$ cat config.mk
export PLATFORM = sky130hd
export DESIGN_NAME = vector_rx_assembler
export DESIGN_NICKNAME = d
export VERILOG_FILES = /design/src/rtl/vector_rx_assembler.sv
export SDC_FILE = /design/constraint.sdc
export NUM_CORES = 1
export LEC_CHECK = 0
export ABC_AREA = 1
export CAP_MARGIN = 20
export CORE_MARGIN = 2
export CORE_UTILIZATION = 50
export CTS_CLUSTER_SIZE = 20
export DETAILED_ROUTE_END_ITERATION = 12
export GPL_TIMING_DRIVEN = 0
export PLACE_DENSITY = 0.78
export SLEW_MARGIN = 20
export SYNTH_ARGS = -nofsm -noshare
export SYNTH_HDL_FRONTEND = slang
export SYNTH_SLANG_ARGS = --single-unit
$ cat constraint.sdc
create_clock -name clk -period 1.8 [get_ports clk]
set_clock_uncertainty 0.2 [all_clocks]
set_input_delay 0.18 -clock clk [delete_from_list [all_inputs] [get_ports clk]]
set_output_delay 0.18 -clock clk [all_outputs]
set_load 0.1 [all_outputs]
$ cat src/rtl/vector_rx_assembler.sv
// Byte-to-vector deserializer: turns UART command/data bytes into committed 10-bit element vectors A/B.
// Latency: command_ready 1 cycle after the last required byte; data_a/data_b/write_done 1 cycle after begin_write.
// Backpressure: none on rx (bytes arriving in WAIT_BEGIN/WAIT_OP are dropped); control unit paces via begin_write/op_done.
//
// Ports:
//   clk, reset            : single clock, synchronous active-high reset
//   rx_ready, rx_data     : received byte strobe and value
//   begin_write, op_done  : control-unit handshakes (already synchronized)
//   command_ready/command : pending command byte (level, held until done)
//   data_a, data_b        : committed vectors, NUM_ELEMENTOS x 10 bits
//   write_done            : 1-cycle commit pulse
//   frame_error           : 1-cycle pulse when a write frame times out
//   busy                  : high whenever not in IDLE
//
// Optional feature: define RX_TIMEOUT_EN to build the inter-byte timeout
// counter for write frames; otherwise frame_error is tied low.
module vector_rx_assembler #(
  parameter int NUM_ELEMENTOS  = 8,
  parameter int TIMEOUT_CYCLES = 10_000_000
) (
  input  logic                           clk,
  input  logic                           reset,
  input  logic                           rx_ready,
  input  logic [7:0]                     rx_data,
  input  logic                           begin_write,
  input  logic                           op_done,
  output logic                           command_ready,
  output logic [7:0]                     command,
  output logic [NUM_ELEMENTOS-1:0][9:0]  data_a,
  output logic [NUM_ELEMENTOS-1:0][9:0]  data_b,
  output logic                           write_done,
  output logic                           frame_error,
  output logic                           busy
);

  localparam logic [7:0] CMD_WRITE_A = 8'h01;
  localparam logic [7:0] CMD_WRITE_B = 8'h02;
  localparam int         IW          = (NUM_ELEMENTOS > 1) ? $clog2(NUM_ELEMENTOS) : 1;
  localparam logic [IW-1:0] LAST_IDX = IW'(NUM_ELEMENTOS - 1);

  typedef enum logic [1:0] {
    ST_IDLE,
    ST_RX_DATA,
    ST_WAIT_BEGIN,
    ST_WAIT_OP
  } state_t;

  state_t                          state_q, state_d;
  logic [IW-1:0]                   idx_q, idx_d;
  logic                            phase_hi_q, phase_hi_d;
  logic [NUM_ELEMENTOS-1:0][9:0]   staging_q, staging_d;
  logic [NUM_ELEMENTOS-1:0][9:0]   data_a_q, data_a_d;
  logic [NUM_ELEMENTOS-1:0][9:0]   data_b_q, data_b_d;
  logic [7:0]                      command_q, command_d;
  logic                            command_ready_q, command_ready_d;
  logic                            write_done_q, write_done_d;
  logic                            tmo_expire;

`ifdef RX_TIMEOUT_EN
  localparam int CW = $clog2(TIMEOUT_CYCLES + 1);
  logic [CW-1:0] tmo_cnt_q, tmo_cnt_d;
  logic          frame_error_q, frame_error_d;

  // Expiry only when no byte shows up in that same cycle: a late byte wins.
  always_comb begin
    tmo_expire    = (state_q == ST_RX_DATA) && !rx_ready &&
                    (tmo_cnt_q == CW'(TIMEOUT_CYCLES - 1));
    frame_error_d = tmo_expire;
    tmo_cnt_d     = tmo_cnt_q + CW'(1);
    // Counter idles at zero outside RX_DATA and reloads on each accepted byte.
    if (state_q != ST_RX_DATA || rx_ready || tmo_expire) begin
      tmo_cnt_d = '0;
    end
  end

  always_ff @(posedge clk) begin
    if (reset) begin
      tmo_cnt_q     <= '0;
      frame_error_q <= 1'b0;
    end else begin
      tmo_cnt_q     <= tmo_cnt_d;
      frame_error_q <= frame_error_d;
    end
  end

  assign frame_error = frame_error_q;
`else
  localparam int unused_timeout_cycles = TIMEOUT_CYCLES;
  assign tmo_expire  = 1'b0;
  assign frame_error = 1'b0;
`endif

  always_comb begin
    state_d         = state_q;
    idx_d           = idx_q;
    phase_hi_d      = phase_hi_q;
    staging_d       = staging_q;
    data_a_d        = data_a_q;
    data_b_d        = data_b_q;
    command_d       = command_q;
    command_ready_d = command_ready_q;
    write_done_d    = 1'b0;

    case (state_q)
      ST_IDLE: begin
        if (rx_ready) begin
          command_d = rx_data;
          if (rx_data == CMD_WRITE_A || rx_data == CMD_WRITE_B) begin
            state_d    = ST_RX_DATA;
            idx_d      = '0;
            phase_hi_d = 1'b0;
          end else begin
            command_ready_d = 1'b1;
            state_d         = ST_WAIT_OP;
          end
        end
      end

      ST_RX_DATA: begin
        if (rx_ready) begin
          if (!phase_hi_q) begin
            staging_d[idx_q][7:0] = rx_data;
            phase_hi_d            = 1'b1;
          end else begin
            // Only the two LSBs of the high byte carry element bits.
            staging_d[idx_q][9:8] = rx_data[1:0];
            phase_hi_d            = 1'b0;
            if (idx_q == LAST_IDX) begin
              command_ready_d = 1'b1;
              state_d         = ST_WAIT_BEGIN;
            end else begin
              idx_d = idx_q + IW'(1);
            end
          end
        end else if (tmo_expire) begin
          // Partial frame abandoned; staging is never visible so no cleanup needed.
          state_d = ST_IDLE;
        end
      end

      ST_WAIT_BEGIN: begin
        if (begin_write) begin
          if (command_q == CMD_WRITE_A) begin
            data_a_d = staging_q;
          end else begin
            data_b_d = staging_q;
          end
          write_done_d    = 1'b1;
          command_ready_d = 1'b0;
          state_d         = ST_IDLE;
        end
      end

      ST_WAIT_OP: begin
        if (op_done) begin
          command_ready_d = 1'b0;
          state_d         = ST_IDLE;
        end
      end

      default: state_d = ST_IDLE;
    endcase
  end

  always_ff @(posedge clk) begin
    if (reset) begin
      state_q         <= ST_IDLE;
      idx_q           <= '0;
      phase_hi_q      <= 1'b0;
      staging_q       <= '0;
      data_a_q        <= '0;
      data_b_q        <= '0;
      command_q       <= 8'h00;
      command_ready_q <= 1'b0;
      write_done_q    <= 1'b0;
    end else begin
      state_q         <= state_d;
      idx_q           <= idx_d;
      phase_hi_q      <= phase_hi_d;
      staging_q       <= staging_d;
      data_a_q        <= data_a_d;
      data_b_q        <= data_b_d;
      command_q       <= command_d;
      command_ready_q <= command_ready_d;
      write_done_q    <= write_done_d;
    end
  end

  assign command_ready = command_ready_q;
  assign command       = command_q;
  assign data_a        = data_a_q;
  assign data_b        = data_b_q;
  assign write_done    = write_done_q;
  assign busy          = (state_q != ST_IDLE);

endmodule

Word level (Yosys, flattened, before mapping)
Cells that the tools add are included.

cells by class
  add/sub/neg operators = 1
  order comparisons = 2
  eq/ne operators = 16
  multiplexer cells = 35
  bitwise logic cells = 2
  reductions and logical operators = 14

operators by type and width
  cell                                                                           count
  80-bit bitwise mux                                                             2
  80-bit 2-to-1 mux                                                              1
  10-bit demux with 3-bit select                                                 2
  2-bit inequality test (second input constant)                                  9
  8-bit by 1-bit == test with 1-bit output (second input constant)               2
  3-bit 2-to-1 mux                                                               5
  2-bit 2-to-1 mux                                                               7
  1-bit 2-to-1 mux                                                               12
  6-bit AND reduction                                                            2
  10-bit 2-to-1 mux                                                              1
  8-bit by 2-bit == test with 1-bit output (second input constant)               1
  8-bit 2-to-1 mux                                                               1
  2-bit case mux with 4 select lines                                             1
  7-bit AND reduction                                                            1
  3-bit case mux with 2 select lines                                             1
  3-bit AND reduction                                                            2
  2-bit == test (second input constant)                                          2
  3-bit by 4-bit less-than comparator with 1-bit output (second input constant)  1
  1-bit case mux with 4 select lines                                             1
  2-bit AND reduction                                                            2
  4-bit AND reduction                                                            1
  2-bit nonzero test                                                             2
  3-bit by 1-bit adder with 3-bit output (second input constant)                 1
  3-bit == test (second input constant)                                          1
  other kinds (8)                                                                9

storage, ports and cells
  register bits = 256
  output and inout port bits = 172

Longest topological paths before layout
  word-level depth = 6
  mapped depth = 9
  mapped depth without buffers = 9

Least setup slack after synthesis
Ideal clock, no wire load.

  path type = register -> register
  start = reg command_q[0] (netlist: command[0])
  end = reg data_a_q, in the netlist data_a[19]
  arrival time = 1959 ps
  required time = 1482 ps
  setup slack = -477 ps
  cell stages (with the launch flop) = 9
  period minus slack after synthesis = 2277 ps
  path through = dfxtp_1 > inv_1 > nor2_1 > nand4_1 > nor2_2 > inv_2 > clkbuf_8 > nor2_1 > nor2_1

between the ends
  cells in the longest elaborated chain, start to end = 2

RTL lines
  item                                      RTL line  RTL
  start: declaration                        54        logic [7:0] command_q, command_d;
  start signal: assignment                  183       command_q <= command_d;
  8-bit by 1-bit == test with 1-bit output  143       if (command_q == CMD_WRITE_A) begin
  3-bit AND reduction (no line)             -
  end signal: assignment                    181       data_a_q <= data_a_d;
  end: declaration                          52        logic [NUM_ELEMENTOS-1:0][9:0] data_a_q, data_a_d;

No other way between the ends.
A chain may end at the register's enable or synchronous reset.

Worst setup path in the final report
  start = reg command_q[0] (netlist: command[0])
  end = reg data_a_q, in the netlist data_a[42]

Same word-level chain as after synthesis.

==> results by group <==
Status
  • Status: complete, but fails checks
  • Failing checks: negative setup slack

Power and ir drop
  • Pwr Density: 1620 nW/um^2
  • LEAKAGE: 5.47 nW
  • Worst IR drop on VDD: 0.00106 V

Synthesis
  • Synth Cell Area: 9040 um^2
  • Syn_nets: 1155
  • Ys async rst share: 0
  • Syn. warnings: 0
  • Synth cell count leaders: 421 x nor2_1, 256 x dfxtp_1, 252 x o21ai_0
  • Seq/Total Area, Yosys: 0.567
  • Post-synth top area cell: dfxtp_1
  • Mapped Avg Cell Area: approximately 8 um^2
  • Cells after Synth: 1140
  • Top cells by area, synth: dfxtp_1 57%, nor2_1 17%, o21ai_0 14%, a21oi_1 3.1%, clkbuf_1 1.7%
  • Synth Flop Type: dfxtp_1
  • Yosys cell types: 26
  • Post-synth EDFFs: 0
  • Synth Register Bits: 256
  • Synth top area share: 0.567
  • Most frequent cell after synthesis: nor2_1

Finish
  • Fin util: 0.670
  • Nets: 1387
  • Synth-to-Final Area Change: 32.4%
  • N_diodes: 0
  • Layout cell share with drive strength beyond 1: 0.265

Route
  • Vias/cell: 5.30
  • WL final: 27200 um
  • Iter 0 DRT Violations: 606
  • ANT nets after route: 0
  • Drt drc: 0
  • DR WL/cell: 16.8 um
  • Drt first pass iters: 5
  • Total vias in the final route: 8579

Critical path
  • R2r endpoint: data_a[42]
  • Critical Path Source Type: register
  • Reg2reg start: command[0]
  • Worst Setup EP: data_a[42]
  • Worst EP arrival: ~2.1 ns
  • Worst endpoint required time: 2.05 ns
  • Category of the worst setup path capture point: register
  • Worst reg-to-reg setup slack: -0.03 ns
  • Critical path origin: command[0]
  • Type of the worst setup path: register to register
  • Crit Path Max Fanout: 6
  • FF-to-FF path depth: 11

Floorplanning
  • Core area: 17800 um^2
  • Die X: 138 um
  • DIE HEIGHT: between 100 and 150 um
  • Die area: between 15000 and 20000 um^2
  • Row count: 49
  • Top Ports: about 190
  • Starting Density: 0.506

Placement
  • Port bufs: 179
  • Post-DP HPWL: 17600 um
  • GP Congestion: between 0.8 and 0.9
  • Setup WS pre-CTS: -0.679 ns

Timing
  • Slew @ Worst Pin: 0.920 ns
  • Max_slew headroom: 0.387
  • Slew Limit Fails: 0
  • Final Critical Period: 1.83 ns
  • Achievable Freq: 0.547 GHz
  • Final Cycle Share: 1.02
  • Setup ws final: -0.0271 ns
  • Setup violators final: 9
  • RSZ-0062 raised after global routing: yes
  • Endpoints failing hold: 0

GRT
  • GR Overflow Total: 0
  • First-pass GRT wire length: 40800 um
  • Largest net degree at the start of global routing: 16
  • Number of global-route vias before repair: 7673
  • Initial antenna violation count: 0
  • GRT Util Overall: 0.262

Clocking
  • CTS clk-pin slew, worst paths: 0.07 ns
  • Clk sink count: 256
  • Htree depth: 1
  • Post-cts hold buffer count: 0
  • TritonCTS clock tree: built
  • Worst skew pair latency: 0.52 ns
  • TritonCTS Buffers: 25
  • Root Buffer: clkbuf_16
  • Max clock buf depth: 3

Min path
  • Worst min path class: primary input to register

Flow run
  • Number of max-cap violations: 0
[registers in the layout (all words and copies together) (netlist names)]
signal,cells
command,8
write_done,1
data_b,80
command_ready,1
staging_q,80
idx_q,3
phase_hi_q,1
state_q,2
data_a,80
[timing repair]
item                                    CTS  global route
cloned                                    2             5
resized for setup                       666           364
pin swaps                                 3            45
hold endpoints to repair                  0             0
setup buffers                             8            12
endpoints found under the setup margin  374           373
[layout make-up]
class,instances,area [um^2]
Buffer,74,508
Clock buffer,37,761
Clock inverter,7,88.8
Fill cell,1494,5880
Inverter,31,133
Multi-Input combinational cell,780,3670
Sequential cell,256,5150
Tap cell,229,287
Timing Repair Buffer,204,1370
[cell usage in the layout (no fill, tap or decap), types with 2 or more instances in the layout]
master,n
dfxtp_2,9
nor2_2,28
ha_1,2
a21oi_1,56
clkinv_2,4
clkbuf_2,11
o21ai_0,214
buf_4,24
nand3_2,2
clkbuf_4,7
clkdlybuf4s15_2,2
nand4_1,4
buf_1,2
nand2_1,20
nor2_1,388
buf_8,7
clkdlybuf4s50_1,8
buf_6,12
nor2_4,11
buf_12,4
buf_2,145
nand3_4,3
clkinv_1,5
clkbuf_8,11
clkdlybuf4s18_2,25
nand3_1,9
clkbuf_16,27
clkbuf_1,30
o21ai_2,21
dfxtp_4,3
dfxtp_1,244
inv_1,20
o21ai_1,17
bufinv_16,2
inv_2,2
inv_6,3
[critical path: stages, from the launching register on]
cell and delay [ns]:
dfxtp_4 0.36, inv_2 0.03, nor2_2 0.09, nand4_1 0.11, buf_4 0.17, nor2_4 0.11
buf_12 0.14, buf_12 0.13, buf_4 0.11, buf_6 0.10, o21ai_1 0.06, nor2_1 0.15
[metrics by stage]
step                      hold WS (ns)  TNS (ns)  total power, mW  cell area [um^2]  cells
after floorplan                 0.0491         0             12.5              9080   1140
after global placement           0.262   -101.62             14.0             11200   1548
after detailed placement         0.272   -110.15             14.1             11200   1548
after CTS                       0.0790   -0.0321             19.3             12100   1601
after global routing            0.0820     -3.73             20.1             12000   1618
final                            0.101   -0.0581             19.4             12000   1618
[worst min path at each step]
stage,depth (start not counted),endpoint,slack (ns),startpoint
finish,3,staging_q[24],0.10,rx_data[4]
global route,3,staging_q[14],0.08,rx_data[4]
CTS,3,staging_q[55],0.08,rx_data[5]
detailed placement,2,data_b[69],0.27,data_b[69]
global placement,2,data_b[67],0.26,data_b[67]
floorplan,1,phase_hi_q,0.05,reset
[layer usage]
metal / vias up / GRT usage / routed length (um)
li1: 4178 / - / -
met1: 4003 / 0.344 / 11700
met2: 333 / 0.435 / 12700
met3: 65 / 0.0485 / 1940
met4: 0 / 0.0940 / 886
met5: - / 0 / 0
[kinds of logic (layout without fill, tap and decap cells)]
| kind of cell | count (synthesis) | count (layout) | share of synthesized area |
|---|---|---|---|
| AOI/OAI and AO/OA | 309 | 309 | 0.171 |
| adders and majority gates | 2 | 2 | 0.00277 |
| buffers and inverters | 106 | 353 | 0.0572 |
| DFF | 256 | 256 | 0.567 |
| other | 1 | 1 | 0.000415 |
| and+or+nand+nor | 466 | 468 | 0.201 |
[where the power goes]
group	total (mW)	internal, mW	switching (mW)	leakage (nW)
Combinational	7.22	1.36	5.86	2.97
Clock	5.36	3.20	2.16	0.425
Sequential	6.80	6.37	0.439	2.08
Total	19.4	10.9	8.46	5.47
(Power assumes the default switching activity.)
